**src/rtl/red_pitaya_bus_pkg.sv**
```systemverilog
// Shared definitions for the red_pitaya system-bus initiator: FSM encoding, bus widths,
// default timeout length and a configuration sanity helper.
package red_pitaya_bus_pkg;

  typedef enum logic [1:0] {
    IDLE = 2'd0,
    STRB = 2'd1,
    WAIT = 2'd2,
    RESP = 2'd3
  } state_t;

  localparam int BUS_AW      = 32;
  localparam int BUS_DW      = 32;
  localparam int TMO_CYC_DEF = 255;

  // The counter must reach TMO_CYC-1 without wrapping.
  function automatic bit tmo_cfg_ok(input int tmo, input int tw);
    return (tmo >= 2) && (tmo <= 65535) && (tw >= 1) && (tw < 31) &&
           ((longint'(1) << tw) > longint'(tmo));
  endfunction

endpackage

```
**src/rtl/red_pitaya_bus_tmo.sv**
```systemverilog
// Missing-ack timeout counter for red_pitaya_bus_init; only built when
// RED_PITAYA_BUS_INIT_TIMEOUT_EN is defined.
`ifdef RED_PITAYA_BUS_INIT_TIMEOUT_EN
module red_pitaya_bus_tmo
  import red_pitaya_bus_pkg::*;
#(
  parameter int TMO_CYC = TMO_CYC_DEF,
  parameter int TW      = 16
) (
  input  logic clk_i,
  input  logic rst_i,
  input  logic clr_i,
  input  logic en_i,
  output logic expired_o
);

  localparam logic [TW-1:0] LAST = TW'(TMO_CYC - 1);

  logic [TW-1:0] r_cnt;

  // Saturates at the threshold so a stalled count never wraps back into range.
  always_ff @(posedge clk_i) begin
    if (rst_i) begin
      r_cnt <= '0;
    end else if (clr_i) begin
      r_cnt <= '0;
    end else if (en_i && (r_cnt != LAST)) begin
      r_cnt <= r_cnt + 1'b1;
    end
  end

  assign expired_o = (r_cnt == LAST);

endmodule
`endif

```
**src/rtl/red_pitaya_bus_init.sv**
```systemverilog
// red_pitaya_bus_init: turns valid/ready commands into one-cycle sys_wen/sys_ren strobes and returns the ack.
// Define RED_PITAYA_BUS_INIT_TIMEOUT_EN to abandon a transfer TMO_CYC cycles after the strobe.
module red_pitaya_bus_init
  import red_pitaya_bus_pkg::*;
#(
  parameter int TMO_CYC = TMO_CYC_DEF,
  parameter int TW      = 16
) (
  input  logic              clk_i,
  input  logic              rst_i,
  input  logic              cmd_valid_i,
  output logic              cmd_ready_o,
  input  logic              cmd_wr_i,
  input  logic [BUS_AW-1:0] cmd_addr_i,
  input  logic [BUS_DW-1:0] cmd_wdata_i,
  output logic              rsp_valid_o,
  input  logic              rsp_ready_i,
  output logic [BUS_DW-1:0] rsp_rdata_o,
  output logic              rsp_err_o,
  output logic              rsp_tmo_o,
  output logic              busy_o,
  output logic [BUS_AW-1:0] sys_addr,
  output logic [BUS_DW-1:0] sys_wdata,
  output logic              sys_wen,
  output logic              sys_ren,
  input  logic [BUS_DW-1:0] sys_rdata,
  input  logic              sys_err,
  input  logic              sys_ack
);

  state_t            r_state, w_state_nxt;
  logic              r_wr, w_wr_nxt;
  logic [BUS_AW-1:0] r_addr, w_addr_nxt;
  logic [BUS_DW-1:0] r_wdata, w_wdata_nxt;
  logic [BUS_DW-1:0] r_rdata, w_rdata_nxt;
  logic              r_err, w_err_nxt;
  logic              r_tmo, w_tmo_nxt;
  logic              w_expired;

  // Out-of-range TMO_CYC/TW shows up as g_bad_tmo_cfg in the elaborated hierarchy.
  if (!tmo_cfg_ok(TMO_CYC, TW)) begin : g_bad_tmo_cfg
  end

`ifdef RED_PITAYA_BUS_INIT_TIMEOUT_EN
  red_pitaya_bus_tmo #(
    .TMO_CYC (TMO_CYC),
    .TW      (TW)
  ) u_tmo (
    .clk_i     (clk_i),
    .rst_i     (rst_i),
    .clr_i     (r_state == STRB),
    .en_i      (r_state == WAIT),
    .expired_o (w_expired)
  );
`else
  assign w_expired = 1'b0;
`endif

  always_ff @(posedge clk_i) begin
    if (rst_i) begin
      r_state <= IDLE;
      r_wr    <= 1'b0;
      r_addr  <= '0;
      r_wdata <= '0;
      r_rdata <= '0;
      r_err   <= 1'b0;
      r_tmo   <= 1'b0;
    end else begin
      r_state <= w_state_nxt;
      r_wr    <= w_wr_nxt;
      r_addr  <= w_addr_nxt;
      r_wdata <= w_wdata_nxt;
      r_rdata <= w_rdata_nxt;
      r_err   <= w_err_nxt;
      r_tmo   <= w_tmo_nxt;
    end
  end

  always_comb begin
    w_state_nxt = r_state;
    w_wr_nxt    = r_wr;
    w_addr_nxt  = r_addr;
    w_wdata_nxt = r_wdata;
    w_rdata_nxt = r_rdata;
    w_err_nxt   = r_err;
    w_tmo_nxt   = r_tmo;
    unique case (r_state)
      IDLE: begin
        if (cmd_valid_i) begin
          w_wr_nxt    = cmd_wr_i;
          w_addr_nxt  = cmd_addr_i;
          w_wdata_nxt = cmd_wr_i ? cmd_wdata_i : '0;
          w_rdata_nxt = '0;
          w_err_nxt   = 1'b0;
          w_tmo_nxt   = 1'b0;
          w_state_nxt = STRB;
        end
      end
      STRB: w_state_nxt = WAIT;
      // An ack on the threshold cycle takes precedence over the timeout.
      WAIT: begin
        if (sys_ack) begin
          w_rdata_nxt = r_wr ? '0 : sys_rdata;
          w_err_nxt   = sys_err;
          w_state_nxt = RESP;
        end else if (w_expired) begin
          w_rdata_nxt = '0;
          w_err_nxt   = 1'b0;
          w_tmo_nxt   = 1'b1;
          w_state_nxt = RESP;
        end
      end
      RESP: begin
        if (rsp_ready_i) w_state_nxt = IDLE;
      end
      default: w_state_nxt = IDLE;
    endcase
  end

  assign cmd_ready_o = (r_state == IDLE) && !rst_i;
  assign rsp_valid_o = (r_state == RESP);
  assign busy_o      = (r_state != IDLE);
  assign rsp_rdata_o = r_rdata;
  assign rsp_err_o   = r_err;
  assign rsp_tmo_o   = r_tmo;
  assign sys_addr    = r_addr;
  assign sys_wdata   = r_wdata;
  assign sys_wen     = (r_state == STRB) && r_wr;
  assign sys_ren     = (r_state == STRB) && !r_wr;

endmodule

```
**config.mk**
```make
export PLATFORM = sky130hd
export DESIGN_NAME = red_pitaya_bus_init
export DESIGN_NICKNAME = d
export VERILOG_FILES = /design/src/rtl/red_pitaya_bus_pkg.sv /design/src/rtl/red_pitaya_bus_tmo.sv /design/src/rtl/red_pitaya_bus_init.sv
export SDC_FILE = /design/constraint.sdc
export NUM_CORES = 1
export LEC_CHECK = 0
export ABC_CLOCK_PERIOD_IN_PS = 1700
export BUFFER_PORTS_ARGS = -buffer_cell sky130_fd_sc_hd__buf_4
export CAP_MARGIN = 20
export CORE_MARGIN = 1.5
export CORE_UTILIZATION = 40
export DETAILED_ROUTE_END_ITERATION = 8
export PLACE_DENSITY = 0.76
export REMOVE_ABC_BUFFERS = 1
export SLEW_MARGIN = 10
export SYNTH_ARGS = -nofsm -noshare
export SYNTH_HDL_FRONTEND = slang
export SYNTH_SLANG_ARGS = --single-unit
export TNS_END_PERCENT = 100
```
**constraint.sdc**
```tcl
create_clock -name clk_i -period 1.7 [get_ports clk_i]
set_input_delay 0.17 -clock clk_i [delete_from_list [all_inputs] [get_ports clk_i]]
set_output_delay 0.17 -clock clk_i [all_outputs]
set_load 0.02 [all_outputs]
```
==> reports/results.tsv, run 1 <==
stage	metric	value	unit
clock_network	cts_made_buffers	9	
worst_setup_path	ff2ff_setup_slack	0.10	ns
timing	timing.fmax	626	MHz
worst_setup_path	startpoint_type	register	
placement	placed_cell_area	5430	um^2
yosys	netlist.area_leader.share	0.531	
worst_setup_path	timing.critical_path.arrival	1.88	ns
timing	rsz_0062_raised_after_global_routing	no	
clock_network	cts_tree	yes	
grt	total_grt_usage	0.213	
timing	clock-skew-final	0.00776	ns
hold_path	timing.hold.worst.class	in -> reg	
clock_network	clk_latency	0.35	ns
flow_run	cap_violations	0	
grt	grt_remaining_overflow	0	
floorplanning	die_area	10000	um^2
yosys	largest_family_of_logic_cells_by_synthesized_area	simple AND/OR/NAND/NOR gates	
yosys	yosys_warnings	0	
layout	n_fill_cell	791	
worst_setup_path	worstSetupPathType	reg -> reg	
timing	setup_ws	0.101	ns
status	run_status	complete, no violations	
yosys	synth.mux.area_fraction	0.00830	
floorplanning	boundaryPins	206	
power	leakage_dissipation	2.48	nW
layout	diodes	0	
route	wl_met1	4400	um
route	maxUsedRoutingLayer	met4	
power	power.internal	4.87	mW
yosys	ys_ff_latch	100	
clock_network	cts_num_sinks	100	
route	drc_errors	0	
worst_setup_path	r2r_worst_path_depth	5	
grt	grt_first_pass_wirelength	17200	um
yosys	synthesized_area_fraction_occupied_by_ao_oa_aoi_and_oai_cells	0.137	
timing	timing_max_transition_violations_final	0	
route	routed_wl	11100	um
clock_network	clk_transition_reported_paths	0.09	ns
hold_path	source_of_the_worst_hold_timing_path	sys_rdata[3]	
floorplanning	core	9200	um^2
worst_setup_path	critical_path_required	1.99	ns
clock_network	cts-root-to-sink-buffers	2	
placement	gp_routability_congestion	0.773	
yosys	main_area_contributors_after_synthesis	sky130_fd_sc_hd__dfxtp_1 (53%), sky130_fd_sc_hd__nand2_1 (13%), sky130_fd_sc_hd__a21oi_1 (8.9%), sky130_fd_sc_hd__nand4_1 (5.3%), sky130_fd_sc_hd__nand3_1 (4.2%)	
yosys	synth-adder-area-share	0.0199	
power	seq_power_share	0.366	
layout	area_growth	51.3	%
floorplanning	floorplan.initialDensity	0.410	
placement	dpl.hpwl	7730	um
yosys	syn_area_per_cell	8.06	um^2
power	combinationalPowerShare	0.417	
grt	grt_pass1_vias	3671	
clock_network	post_cts_hold_buffer_count	0	
layout	finalInstanceArea	5700	um^2
route	drt-pass1-iter-count	4	
worst_setup_path	end_kind	register	
power	p_total	7.81	mW
clock_network	clk_root_buffer_cell	sky130_fd_sc_hd__clkbuf_8	
placement	io_buffers	204	
hold_path	hold_end	rsp_rdata_o[3]$_SDFFE_PP0P_	
layout	fin_cells	770	
worst_setup_path	worst_path_fanout_max	6	
grt	antenna_violations_before_repair	0	
power	netSwitchingFraction	0.377	
power	ir_drop	677	uV
clock_network	postCtsSetupBuffers	0	
yosys	post_synth_instance_area	3770	um^2
placement	worst_slack_after_detailed_placement	0.0438	ns
power	p_per_area	1370	nW/um^2
hold_path	hold_path_depth	3	
yosys	synth_simple_gate_area_share	0.251	
placement	placedCellCount	753	
timing	setup_viol	0	
yosys	synth.largest_area_cell	sky130_fd_sc_hd__dfxtp_1	
route	wl_per_cell	14.5	um
grt	grt_max_degree	66	
route	wl_met3	1170	um
floorplanning	core.rowCount	35	
layout	layout-drive-gt1-share	0.367	
timing	timing.final.crit_share	0.940	
power	p_switching	2.94	mW
worst_setup_path	reg2reg_to	rsp_rdata_o[18]$_SDFFE_PP0P_	
floorplanning	fp.dieH	100	um
worst_setup_path	startpoint_of_the_most_critical_register_to_register_path	r_state[1]$_SDFFE_PP0P_	
timing	final_period_minus_worst_setup_slack	1.60	ns
route	drt_iter0_markers	140	
floorplanning	die_x	100	um
route	detailroute.via_count	3948	
layout	post_layout_nets	763	
power	power.share.clock	0.216	
yosys	synth_xor_xnor_area_share	0	
route	via_per_inst	5.13	
yosys	synthCells	468	
yosys	synthDistinctLibCells	27	
route	post_route_antenna_net_violation_count	0	
route	wl_met2	5330	um
yosys	seq_area_frac_synth	0.531	
clock_network	count_of_h_tree_levels_built_during_cts	3	
clock_network	cts.repair.resized	0	
timing	hold_viol_final	0	
per-layer routing:
metal  vias up  track usage
li1       1950            -
met1      1784        0.257
met2       196        0.357
met3        18       0.0669
met4         0       0.0769
met5         -            0
placed cells by master (no fill, tap or decap), drive strengths merged:
cell type / count
conb: 1
or4: 2
dfxtp: 100
nor2b: 4
nand3: 32
clkinv: 2
nor3b: 1
o31ai: 1
and2: 2
mux2i: 2
bufinv: 2
nand2: 133
a21oi: 67
mux2: 1
nand2b: 1
ha: 6
buf: 216
clkbuf: 12
o21bai: 1
inv: 5
nor2: 2
nand4: 32
o21ai: 33
nor3: 1
logic make-up (layout without fill, tap and decap cells):
logic type	after synthesis	count (layout)
flops	100	100
simple gates	210	210
mux	3	3
buf+inv	46	237
fa+ha+maj	6	6
other cells	1	1
compound gates	102	102
cells in the mapped netlist (all sizes together):
cell type and number:
a21oi 67, and2 2, buf 18, clkbuf 24
conb 1, dfxtp 100, ha 6, inv 4
mux2 1, mux2i 2, nand2 133, nand2b 1
nand3 32, nand4 32, nor2 2, nor2b 4
nor3 1, nor3b 1, o21ai 33, o21bai 1
o31ai 1, or4 2
power by group through the flow:
stage | Clock (mW) | Combinational [mW] | Sequential (mW)
finish | 1.69 | 3.26 | 2.86
global route | 1.84 | 3.54 | 2.90
CTS | 1.75 | 3.16 | 2.86
detailed placement | 0 | 3.16 | 2.91
global placement | 0 | 3.09 | 2.89
floorplan | 0 | 1.22 | 3.25
state kept, by name, indices dropped and copies added, names as in the netlist:
register     cells
r_state          2
r_wr             1
rsp_err_o        1
rsp_rdata_o     32
sys_addr        32
sys_wdata       32
final cells by class:
class,count,area (um^2),area share
Timing Repair Buffer,217,1720,0.302
Sequential cell,100,2000,0.351
Inverter,4,15.0,0.00263
Clock buffer,11,141,0.0248
Clock inverter,5,82.6,0.0145
Tap cell,111,139,0.0243
Multi-Input combinational cell,322,1600,0.281
how the worst max path moves through the flow:
stage / start / endpoint / slack (ns)
after floorplan: r_state[0]$_SDFFE_PP0P_ / sys_wdata[0]$_SDFFE_PP0P_ / -0.52
after global placement: r_state[1]$_SDFFE_PP0P_ / rsp_rdata_o[18]$_SDFFE_PP0P_ / 0.12
after detailed placement: r_state[1]$_SDFFE_PP0P_ / rsp_rdata_o[18]$_SDFFE_PP0P_ / 0.04
after CTS: r_state[0]$_SDFFE_PP0P_ / sys_wdata[13]$_SDFFE_PP0P_ / 0.02
after global routing: r_state[0]$_SDFFE_PP0P_ / sys_wdata[12]$_SDFFE_PP0P_ / 0.01
final: r_state[1]$_SDFFE_PP0P_ / rsp_rdata_o[18]$_SDFFE_PP0P_ / 0.10
per-stage QoR:
| step | hold WS [ns] | utilization | TNS, ns |
|---|---|---|---|
| 3_5_place_dp | 0.405 | 0.591 | 0 |
| 4_1_cts | 0.0200 | 0.615 | 0 |
| 6_report | 0.0436 | 0.620 | 0 |
| 3_3_place_gp | 0.397 | 0.591 | 0 |
| 5_1_grt | 0.0322 | 0.620 | 0 |
| 2_1_floorplan | 0.239 | - | -40.39 |
worst max-delay path, cell delays in order (launching register included):
cell and delay, ns:
sky130_fd_sc_hd__dfxtp_2 0.39, sky130_fd_sc_hd__inv_1 0.10, sky130_fd_sc_hd__ha_2 0.21, sky130_fd_sc_hd__nor2b_2 0.19
sky130_fd_sc_hd__or4_1 0.50, sky130_fd_sc_hd__a21oi_1 0.15
Note: power is estimated with default switching activity, not from simulation.
==> inputs of run 2 (changes only) <==
- CORE_MARGIN: 1.5 -> 8
- CORE_UTILIZATION: 40 -> 30
- PLACE_DENSITY: 0.76 -> default
- TNS_END_PERCENT: 100 -> 5
==> run 2 against run 1 <==
  * Via count shrank 1.3%
  * Non-clock buffer count shrank 3
  * Final cell count rose by 7.5%
  * Worst setup slack improved by 0.010 ns
  * Register-to-register slack is essentially flat
  * Critical path depth stayed put
==> reports/results.tsv, run 2 (synthesis gave the netlist of run 1 again) <==
stage	metric	value	unit	change
status	run_status	complete, no violations		
clock_network	clk_root_buffer_cell	sky130_fd_sc_hd__clkbuf_16		
worst_setup_path	startpoint_type	register		
worst_setup_path	critical_path_required	1.97	ns	-0.02 ns
floorplanning	boundaryPins	206		unchanged
floorplanning	floorplan.initialDensity	0.302		-0.108
power	p_per_area	1390	nW/um^2	+1.3%
placement	io_buffers	204		unchanged
route	drt_iter0_markers	249		+78%
clock_network	post_cts_hold_buffer_count	0		unchanged
route	via_per_inst	4.71		-8.2%
clock_network	cts_tree	yes		
worst_setup_path	worstSetupPathType	reg -> reg		
worst_setup_path	worst_path_dominant_cell_family	simple AND/OR/NAND/NOR gates		
layout	layout-drive-gt1-share	0.366		-0.00137
route	drt-pass1-iter-count	4		unchanged
layout	final_common_cell	sky130_fd_sc_hd__buf_4		
grt	antenna_violations_before_repair	0		unchanged
timing	final_period_minus_worst_setup_slack	1.59	ns	-0.0100 ns
clock_network	clk_latency	0.34	ns	about the same
route	wl_per_cell	15.8	um	+9.3%
floorplanning	core	12500	um^2	+36%
layout	finish.utilization	0.466		-0.154
worst_setup_path	max_stage_delay	0.50	ns	about the same
route	post_route_antenna_net_violation_count	0		unchanged
layout	area_growth	54.1	%	
clock_network	cts_made_buffers	9		unchanged
timing	timing_max_transition_violations_final	0		unchanged
floorplanning	fp.dieH	128	um	+28%
clock_network	cts-root-to-sink-buffers	2		unchanged
grt	grt_remaining_overflow	0		unchanged
layout	leading_cell_types_in_the_layout_fill_and_taps_excluded	sky130_fd_sc_hd__buf_4 (208), sky130_fd_sc_hd__nand2_1 (132), sky130_fd_sc_hd__dfxtp_1 (99)		
layout	diodes	0		unchanged
clock_network	count_of_h_tree_levels_built_during_cts	3		unchanged
grt	grt_max_degree	67		+1.5%
placement	gp_routability_congestion	0.806		+4.3%
route	drc_errors	0		unchanged
timing	clock-skew-final	0.00509	ns	-0.00266 ns
worst_setup_path	crit_path_cell_trace	inv_1 -> ha_4 -> nor2b_2 -> or4_1 -> a21oi_1		
placement	dpl.hpwl	9410	um	+22%
worst_setup_path	timing.critical_path.slowest_stage_cell	sky130_fd_sc_hd__or4_1		
route	detailroute.via_count	3898		-1.3%
layout	post_layout_nets	760		-0.39%
clock_network	postCtsSetupBuffers	0		unchanged
grt	grt_pass1_vias	4010		+9.2%
timing	timing.fmax	630	MHz	+0.63%
grt	grt_first_pass_wirelength	20900	um	+22%
floorplanning	die_x	128	um	+28%
power	ir_drop	734	uV	+8.5%
floorplanning	die_area	16400	um^2	+64%
timing	hold_viol_final	0		unchanged
hold_path	timing.hold.worst.class	in -> reg		
grt	total_grt_usage	0.156		-0.0566
timing	worst_hold_slack_after_final_layout	0.0640	ns	+0.0205 ns
clock_network	clk_transition_reported_paths	0.07	ns	-0.02 ns
clock_network	cts_num_sinks	100		unchanged
route	routed_wl	13100	um	+18%
power	leakage_dissipation	2.49	nW	+0.53%
floorplanning	core.rowCount	41		+17%
timing	timing.final.crit_share	0.934		-0.00591
timing	rsz_0062_raised_after_global_routing	no		
worst_setup_path	critical_path_buf_inv_count	1		unchanged
worst_setup_path	worst_path_fanout_max	7		+1
timing	setup_viol	0		unchanged
flow_run	cap_violations	0		unchanged
worst_setup_path	timing.critical_path.arrival	1.86	ns	-0.02 ns
worst_setup_path	end_kind	register		
run 2: layout make-up:
cell class,instances,area [um^2]
Clock buffer,9,225
Inverter,4,15.0
Sequential cell,100,2000
Fill cell,1279,6660
Timing Repair Buffer,214,1680
Clock inverter,7,66.3
Multi-Input combinational cell,322,1600
Tap cell,172,215
run 2: tightest hold or removal path: stages:
cell and delay [ns]:
sky130_fd_sc_hd__buf_4 0.08, sky130_fd_sc_hd__nand4_1 0.05, sky130_fd_sc_hd__o21ai_0 0.07
run 2: path summary, 6_finish.rpt:
check | from | to | slack (ns) | cells past startpoint
max | r_state[1]$_SDFFE_PP0P_ | rsp_rdata_o[18]$_SDFFE_PP0P_ | 0.11 | 5
min reg2reg | sys_wdata[0]$_SDFFE_PP0P_ | sys_wdata[0]$_SDFFE_PP0P_ | 0.45 | 2
max reg2reg | r_state[1]$_SDFFE_PP0P_ | rsp_rdata_o[18]$_SDFFE_PP0P_ | 0.11 | 5
min | sys_rdata[11] | rsp_rdata_o[11]$_SDFFE_PP0P_ | 0.06 | 3
run 2: where the power goes:
part           internal (mW)  total [mW]  switching, mW
Sequential              2.67        2.86          0.185
Combinational           1.22        3.20           1.98
Clock                   1.14        2.00          0.867
Total                   5.03        8.06           3.03
run 2: per-layer routing:
layer / vias up / wire [um] / global-route usage / part of all wire
li1: 1943 / - / - / -
met1: 1757 / 5720 / 0.193 / 0.44
met2: 188 / 5560 / 0.231 / 0.43
met3: 10 / 1670 / 0.0770 / 0.13
met4: 0 / 138 / 0.0510 / 0.011
met5: - / 0 / 0 / 0
run 2: stage by stage:
step / total power, mW / cells / setup slack [ns] / setup TNS, ns / instance area [um^2]
after CTS: 8.10 / 828 / 0.00292 / 0 / 5790
after floorplan: 4.46 / 426 / -0.519 / -40.39 / 3590
after detailed placement: 6.05 / 812 / -0.0941 / -0.916 / 5500
final: 8.06 / 828 / 0.111 / 0 / 5810
after global placement: 5.99 / 812 / -0.0624 / -0.0624 / 5500
after global routing: 8.58 / 828 / 0.0130 / 0 / 5810
run 2: repair_timing:
| action | in CTS | in global routing |
|---|---|---|
| gates resized for setup | 2 | 5 |
| endpoints found under the setup margin | 33 | 50 |
| pin swaps | 0 | 0 |
